==> src/rtl/pipe_stage_buffer.sv <==
// Parametrised pipeline-stage register: valid/ready handshake, bubble collapsing,
// flush, and an optional input skid entry that gives a flop-driven in_ready.
module pipe_stage_buffer #(
  parameter int unsigned DATA_W = 16,
  parameter int unsigned STAGES = 1,
  parameter int unsigned SKID   = 1,
  parameter int unsigned CNT_W  = $clog2(STAGES + 2)
) (
  input  logic              clk,
  input  logic              rst,
  input  logic              flush,
  input  logic              in_valid,
  output logic              in_ready,
  input  logic [DATA_W-1:0] in_data,
  output logic              out_valid,
  input  logic              out_ready,
  output logic [DATA_W-1:0] out_data,
  output logic [CNT_W-1:0]  level
);

  logic [STAGES-1:0] v;
  logic [STAGES-1:0] rdy;
  logic [DATA_W-1:0] d [STAGES];
  logic              sv;
  logic [DATA_W-1:0] sd;
  logic              src_valid;
  logic [DATA_W-1:0] src_data;

  // Ready ripples from the tail; an empty slice never blocks upstream.
  always_comb begin : ready_chain
    logic r;
    rdy = '0;
    r = ~v[STAGES-1] | out_ready;
    rdy[STAGES-1] = r;
    for (int i = int'(STAGES) - 2; i >= 0; i--) begin
      r = ~v[i] | r;
      rdy[i] = r;
    end
  end

  // A held skid entry always takes precedence over the live input.
  always_comb begin
    src_valid = in_valid;
    src_data  = in_data;
    if (sv) begin
      src_valid = 1'b1;
      src_data  = sd;
    end
  end

  if (SKID != 0) begin : g_skid
    logic in_xfer;

    assign in_ready = ~sv & ~flush;
    assign in_xfer  = in_valid & in_ready;

    always_ff @(posedge clk) begin
      if (rst) begin
        sv <= 1'b0;
        sd <= '0;
      end else begin
        if (flush) begin
          sv <= 1'b0;
        end else if (in_xfer & ~rdy[0]) begin
          sv <= 1'b1;
        end else if (sv & rdy[0]) begin
          sv <= 1'b0;
        end
        if (in_xfer & ~rdy[0]) begin
          sd <= in_data;
        end
      end
    end
  end else begin : g_no_skid
    assign in_ready = rdy[0] & ~flush;
    assign sv       = 1'b0;
    assign sd       = '0;
  end

  // Slice registers; flush clears valids but leaves data stale.
  always_ff @(posedge clk) begin
    if (rst) begin
      v <= '0;
      for (int i = 0; i < int'(STAGES); i++) begin
        d[i] <= '0;
      end
    end else begin
      if (rdy[0]) begin
        v[0] <= src_valid;
        if (src_valid) begin
          d[0] <= src_data;
        end
      end
      for (int i = 1; i < int'(STAGES); i++) begin
        if (rdy[i]) begin
          v[i] <= v[i-1];
          if (v[i-1]) begin
            d[i] <= d[i-1];
          end
        end
      end
      if (flush) begin
        v <= '0;
      end
    end
  end

  always_comb begin
    level = CNT_W'(sv);
    for (int i = 0; i < int'(STAGES); i++) begin
      level = level + CNT_W'(v[i]);
    end
  end

  assign out_valid = v[STAGES-1];
  assign out_data  = d[STAGES-1];

endmodule

==> config.mk <==
export PLATFORM = sky130hd
export DESIGN_NAME = pipe_stage_buffer
export DESIGN_NICKNAME = d
export VERILOG_FILES = /design/src/rtl/pipe_stage_buffer.sv
export SDC_FILE = /design/constraint.sdc
export NUM_CORES = 1
export LEC_CHECK = 0
export CORE_ASPECT_RATIO = 1.75
export CORE_MARGIN = 4
export CORE_UTILIZATION = 50
export CTS_BUF_LIST = sky130_fd_sc_hd__clkbuf_8
export CTS_CLUSTER_DIAMETER = 120
export DETAILED_ROUTE_END_ITERATION = 10
export PLACE_DENSITY = 0.92
export SETUP_SLACK_MARGIN = 0.1
export SYNTH_ARGS = -nofsm -noshare
export SYNTH_HDL_FRONTEND = slang
export SYNTH_SLANG_ARGS = --single-unit
export TNS_END_PERCENT = 20
==> constraint.sdc <==
create_clock -name clk -period 2.1 [get_ports clk]
set_clock_uncertainty 0.05 [all_clocks]
set_input_delay 0.42 -clock clk [delete_from_list [all_inputs] [get_ports clk]]
set_output_delay 0.42 -clock clk [all_outputs]
set_load 0.005 [all_outputs]
Word level (Yosys, flattened, before mapping)
Memories as Yosys holds them, arrays and structs flattened.
Index checks and enable logic that the tools add are counted.

storage, ports and cells
  output and inout port bits = 20
  bits in read-only memories = 0
  logic and storage cells = 29
  flip-flop bits (word level) = 18
  bits in writable memories = 16
  memories kept = 1
  latch bits = 0

memory list
  name  depth  width  read ports  clocked after Yosys merged registers in  write ports  RTL line  text
  d     1      16     1           0                                        1            23        logic [DATA_W-1:0] d [STAGES];

operators by class
  add/subtract/negate cells = 1
  multipliers = 0
  shifts and indexed selects = 0
  muxes and demuxes = 12
  order comparisons = 0
  divide/modulo/power cells = 0
  reductions and logical operators = 3
  bitwise operators = 9
  eq/ne operators = 0

operators by type and width
  kind                count
  $mux W16            2
  $reduce_or A16 Y1   1
  $mux W1             10
  $and A1 B1 Y1       4
  $not A1 Y1          4
  $add A1 B1 Y2       1
  $reduce_bool A2 Y1  1
  $reduce_or A2 Y1    1
  $or A1 B1 Y1        1

Logic depth before layout (Yosys ltp)
Gate-level depths: netlist of the first run.

  word-level depth = 7
  mapped depth = 6

Least setup slack after synthesis of the first run
No wires, ideal clock.

  path type = reg-to-reg
  start point = register sv
  end point = memory d[0][0] (enable)
  stages on the path, launching flop included = 4
  arrival time = 1.339 ns
  buffers on the path = 1
  data required time = 1.658 ns
  slack = 0.319 ns
  cells stage by stage = dfxtp_1 > buf_6 > nor2_2 > o21bai_1

between the ends
  cells in the longest elaborated chain, start to end = 7

ends and longest elaborated chain
  item                                RTL line  text
  from (decl)                         24        logic sv;
  from (signal assigned)              59        sv <= 1'b0;
  from (signal assigned)              63        sv <= 1'b0;
  from (signal assigned)              65        sv <= 1'b1;
  $mux W1 (*)                         45        if (sv) begin
  $mux W1 (*)                         90        if (src_valid) begin
  $mux W1 (*)                         88        if (rdy[0]) begin
  $mux W1 (*)                         82        if (rst) begin
  $mux W1 (not written as such) (*)   91        d[0] <= src_data;
  $reduce_or A16 Y1 (no source line)  --
  $mux W1 (no source line) (*)        --
  to (decl)                           23

Every way passes the cells marked *; elsewhere a longest branch is shown, timed or not.

Worst setup path after layout of the first run
  start point = register sv
  end point = output level[0]

between the ends
  cells in the longest elaborated chain, start to end = 1

ends and longest elaborated chain
  item           RTL line  text
  $add A1 B1 Y2  111       level = level + CNT_W'(v[i]);
  to (decl)      18        output logic [CNT_W-1:0] level

Every way passes these cells.

==> reports/qor.yml, run 1 <==
insertion_delay_ps: 290
synth_cell_types: 17
clkTransAtPathRegs_ps: 60
synth_area_per_cell_um2: 11.69
cp_data_arrival_time_ps: 1420
final_cell_mix: "clkdlybuf4s50_1, nand2b_1, mux2i_1"
grt.met3_usage_pct: 5.989
viasPerCell: 5.032
hold_viol: 0
maxCapViolCount: 0
setup_viol: 0
ys_warn_count: 0
power_density_nw_per_um2: 651.1
grt_pass1_wl_mm: 5.306
die_area_um2: 4102
fp.dieH_um: 81.78
cts_made_buffers: 5
root_buffer: "clkbuf_8"
worst_slew_pin_slew_ps: 537.4
timing.setup.tns_ps: 0
syn_to_final_growth_pct: 33.95
holdPathStages: 2
final_nets: 198
antenna_found_initial: 0
start_util_pct: 52.54
initialDrtViolationCount: 19
worstPathMaxFanout: 4
fin_crit_ps: 1890
grt_pass1_vias: 1231
drive_above_1_share_pct: 8.475
post-route-period-util_pct: 89.99
num_vias: 1102
required_ps: 1630
core_area_um2: 2960
peakVddDrop_mv: 0.4934
max_freq_ghz: 0.5292
drv_slew: 0
drt_wl_total_mm: 3.105
rows: 26
gp_congestion: 0.7890
grt_max_degree: 25
start_kind: "flip-flop"
p_leak_nw: 0.7366
rsz0062_at_grt: "false"
postLayoutCellArea_um2: 2083
io_pins: 41
layout_commonest_cell: "clkdlybuf4s50_1"
syn_nets: 155
post_cts_buffers: 0
die_w_um: 50.16
drcViolationCount: 0
ant_nets: 0
synthTopCellsByArea: "edfxtp_1, dfxtp_1, mux2i_1"
io_buffers: 40
r2r_setup_slack_ps: 600
use_met2_pct: 32.20
grt_busiest_layer: "met2"
grt.overflow.total: 0
drt_pass1_iterations: 4
hp-class: "input port to flip-flop"
end_kind: "primary output"
grt_use_total_pct: 17.36
r2r_cells: 3
met1_usage_pct: 16.00
yosysTopAreaCellShare_pct: 30.89
yosys_register_bits: 34
placedInstanceArea_um2: 1996
critical_path_class: "flip-flop to primary output"
routedWlPerCell_um: 14.18
cts_buffer_depth: 2
status: "finished clean"
slew_headroom_pct: 64.18
ys_seq_area_share_pct: 54.06
antenna_cells: 0
netlist_area_um2: 1555
cts_tree: "yes"
synth_top_area_cell: "edfxtp_1"
cts_sinks: 34
synth_cells: 133
ctsHtreeMaxLevel: 2
==> what timing repair did <==
action,in CTS,in global routing
hold buffers,0,0
setup endpoints to repair,1,1
pin swaps,0,1
gates resized for setup,1,1
==> power by group <==
| part | leakage [nW] | internal (W) | total (W) | switching, W |
|---|---|---|---|---|
| Clock | 0.0491 | 0.000224 | 0.000457 | 0.000233 |
| Combinational | 0.367 | 0.000106 | 0.000167 | 0.0000614 |
| Sequential | 0.321 | 0.000723 | 0.000731 | 0.00000865 |
| Total | 0.737 | 0.00105 | 0.00136 | 0.000303 |
==> logic make-up (layout without fill, tap and decap cells) <==
| family | Yosys count | count (layout) | share of synthesized area, % |
|---|---|---|---|
| fa+ha+maj | 1 | 1 | 0.8044 |
| simple gates | 55 | 55 | 19.55 |
| mux | 32 | 32 | 20.60 |
| compound gates | 2 | 2 | 0.9658 |
| flops | 34 | 34 | 54.06 |
| buf+inv | 9 | 53 | 4.023 |
==> critical path, cell delays in order, from the launching register on <==
cell	delay, ps
dfxtp_1	360
ha_1	280
clkdlybuf4s50_1	490
==> stage by stage <==
step / worst slack, ps / hold slack (ps) / instances / power (W) / util [%]
after floorplan: 318.6 / 398.3 / 133 / 0.0008070 / -
after global placement: 140.3 / 406.2 / 211 / 0.0009070 / 67.41
after CTS: 106.9 / 427.6 / 219 / 0.001370 / 70.29
after global routing: 158.9 / 394.5 / 219 / 0.001409 / 70.37
final: 210.3 / 370.4 / 219 / 0.001356 / 70.37
after detailed placement: 80.77 / 418.8 / 211 / 0.0009149 / 67.41
==> registers in the layout, summed over array words and instances (netlist names) <==
register   cells
d             16
out_valid      1
sd            16
sv             1
==> cell usage after synthesis <==
cell and instances:
dfxtp_1 18, buf_2 2, edfxtp_1 16, and3_1 1
buf_4 1, ha_1 1, or3_1 1, nor2_2 2
nor2b_1 1, nor2_1 16, o21bai_1 1, a211oi_1 1
clkbuf_1 3, nand2b_1 33, buf_6 3, nor4_1 1
mux2i_1 32
==> final timing paths <==
check | from | endpoint
worst max-delay path | sv$_SDFFE_PP0P_ | level[0]
worst min-delay path | flush | out_valid$_SDFFE_PP0P_
worst max register to register | sv$_SDFFE_PP0P_ | d[0][15]$_SDFFCE_PN0P_
worst min register to register | sd[15]$_SDFFE_PP0P_ | sd[15]$_SDFFE_PP0P_
==> layer usage <==
layer / up-vias / share of wire, %
li1: 535 / -
met1: 527 / 35
met2: 35 / 57
met3: 5 / 6.4
met4: 0 / 1.5
met5: - / 0
==> cell type report <==
class                           count  area (um2)
Clock buffer                        5       68.82
Multi-Input combinational cell     90       654.4
Tap cell                           42       52.55
Clock inverter                      3       13.76
Sequential cell                    34       840.8
Fill cell                         222       877.1
Timing Repair Buffer               45       452.9
No activity file was read; power rests on OpenSTA's default activity.
==> run 2, diff against run 1 <==
--- a/config.mk
+++ b/config.mk
@@ -12,6 +12,7 @@
 export CTS_CLUSTER_DIAMETER = 120
 export DETAILED_ROUTE_END_ITERATION = 10
 export PLACE_DENSITY = 0.92
+export RECOVER_POWER = 25
 export SETUP_SLACK_MARGIN = 0.1
 export SYNTH_ARGS = -nofsm -noshare
 export SYNTH_HDL_FRONTEND = slang
==> run 2 against run 1 <==
Clock power hardly changed. First-iteration DRC count increased by 5.3%. Register-to-register slack about the same. Worst setup slack better by 0.65 ps. Cell count is the same. Non-clock buffer count stayed put. Critical path depth unchanged. Flip-flop and latch count is the same. Via count down 0.18%. Core utilization shrank 0.21 points. Die area stayed put. Critical path type unchanged. Largest cell class unchanged. Largest power group unchanged. Highest routed layer unchanged.
==> reports/qor.yml, run 2 (synthesis results as in run 1) <==
clkTransAtPathRegs_ps: 60  # about the same
post-route-period-util_pct: 89.96  # about the same
grt.overflow.total: 0  # unchanged
r2r-end: "d[0][15]$_SDFFCE_PN0P_"
p_leak_nw: 0.7327  # -0.53%
post_cts_buffers: 0  # unchanged
insertion_delay_ps: 290  # about the same
drv_slew: 0  # unchanged
routedWlPerCell_um: 14.21  # +0.19%
cts_buffer_depth: 2  # unchanged
layout_commonest_cell: "clkdlybuf4s50_1"
cts_tree: "yes"
start_kind: "flip-flop"
viasPerCell: 5.023  # -0.18%
io_buffers: 40  # unchanged
r2r_cells: 3  # unchanged
grt_max_degree: 25  # unchanged
rows: 26  # unchanged
critPathLaunch: "sv$_SDFFE_PP0P_"
cts_sinks: 34  # unchanged
largestRegisters: "d (16), sd (16)"
worstPathCellList: "ha_1 -> clkdlybuf4s50_1"
drcViolationCount: 0  # unchanged
min_from: "flush"
hold_viol: 0  # unchanged
peakVddDrop_mv: 0.4924  # -0.20%
final_cell_mix: "clkdlybuf4s50_1, nand2b_1, mux2i_1"
max_freq_ghz: 0.5294  # about the same
worstPathMaxFanout: 4  # unchanged
stdcell_count: 219  # unchanged
initialDrtViolationCount: 20  # +1
timing.setup.tns_ps: 0  # unchanged
finalHoldWorstSlack_ps: 373.1  # +2.750 ps
slew_headroom_pct: 51.83  # -12 points
antenna_found_initial: 0  # unchanged
setup_viol: 0  # unchanged
final_nets: 198  # unchanged
required_ps: 1630  # about the same
antenna_cells: 0  # unchanged
syn_to_final_growth_pct: 33.55
die_w_um: 50.16  # unchanged
hp-class: "input port to flip-flop"
end_kind: "primary output"
endpoint: "level[0]"
io_pins: 41  # unchanged
ctsHtreeMaxLevel: 2  # unchanged
critPathSlowestCell: "clkdlybuf4s50_1"
dp_cells: 211  # unchanged
power_density_nw_per_um2: 651.9  # +0.13%
status: "finished clean"
core_area_um2: 2960  # unchanged
cp_data_arrival_time_ps: 1420  # about the same
gp_congestion: 0.7890  # unchanged
fp.dieH_um: 81.78  # unchanged
die_area_um2: 4102  # unchanged
grt_pass1_vias: 1231  # unchanged
maxCapViolCount: 0  # unchanged
drt_wl_total_mm: 3.111  # +0.19%
start_util_pct: 52.54  # unchanged
fin_crit_ps: 1889  # -0.6460 ps
ant_nets: 0  # unchanged
cpPeakStageDelay_ps: 490  # about the same
worst_slew_pin_slew_ps: 722.6  # +185.2 ps
grt_use_total_pct: 17.36  # unchanged
num_vias: 1100  # -0.18%
grt_pass1_wl_mm: 5.306  # unchanged
root_buffer: "clkbuf_8"
r2r-start: "sv$_SDFFE_PP0P_"
drive_above_1_share_pct: 7.910  # -0.56 points
cts_made_buffers: 5  # unchanged
rsz0062_at_grt: "false"
critical_path_class: "flip-flop to primary output"
r2r_setup_slack_ps: 610  # about the same
ctsHoldBuffers: 0  # unchanged
drt_pass1_iterations: 4  # unchanged
-- run 2: worst max-delay path: cells and delay by family, from the launching register on --
kind,cells,cell delay [ps]
flip-flops,1,360
adder cells (fa/ha/maj),1,280
buffers and inverters,1,490
-- run 2: area by class of cell --
type                       instances  area (um2)
clock buffer                       5       68.82
clock inverter                     3       13.76
fill                             224       883.3
multi-input combinational         90       654.4
sequential                        34       840.8
tap                               42       52.55
timing repair buffer              45       446.7
-- run 2: report_power, final --
| part | internal [W] | switching [W] |
|---|---|---|
| combinational | 0.000104 | 0.0000614 |
| sequential | 0.000723 | 0.00000863 |
| clock | 0.000224 | 0.000232 |
-- run 2: per-layer routing --
layer | track usage (%) | share of wire, % | vias up
li1 | - | - | 532
met1 | 16.00 | 35 | 527
met2 | 32.20 | 58 | 35
met3 | 5.989 | 6.3 | 6
met4 | 9.972 | 1.5 | 0
met5 | 0 | 0 | -
-- run 2: what timing repair did --
| item | 4_1_cts | 5_1_grt |
|---|---|---|
| setup endpoints to repair | 1 | 1 |
| gates cloned | 0 | 0 |
| gates resized for setup | 1 | 1 |
| pin swaps | 0 | 1 |
-- run 2: how the worst min path moves through the flow --
stage | endpoint | slack [ps] | depth (start not counted)
3_3_place_gp | sd[5]$_SDFFE_PP0P_ | 410 | 2
6_report | out_valid$_SDFFE_PP0P_ | 370 | 2
5_1_grt | out_valid$_SDFFE_PP0P_ | 390 | 2
4_1_cts | sd[15]$_SDFFE_PP0P_ | 430 | 2
3_5_place_dp | sd[15]$_SDFFE_PP0P_ | 420 | 2
2_1_floorplan | sd[0]$_SDFFE_PP0P_ | 400 | 2
-- run 2: stage by stage --
stage                     utilization [%]  setup slack, ps  total power [W]  instance area, um2
final                               70.16            210.9         0.001354                2077
after global routing                70.16            158.9         0.001407                2077
after CTS                           70.29            106.9         0.001370                2081
after detailed placement            67.41            80.77        0.0009149                1996
after global placement              67.41            140.3        0.0009070                1996
after floorplan                         -            318.6        0.0008070                1555
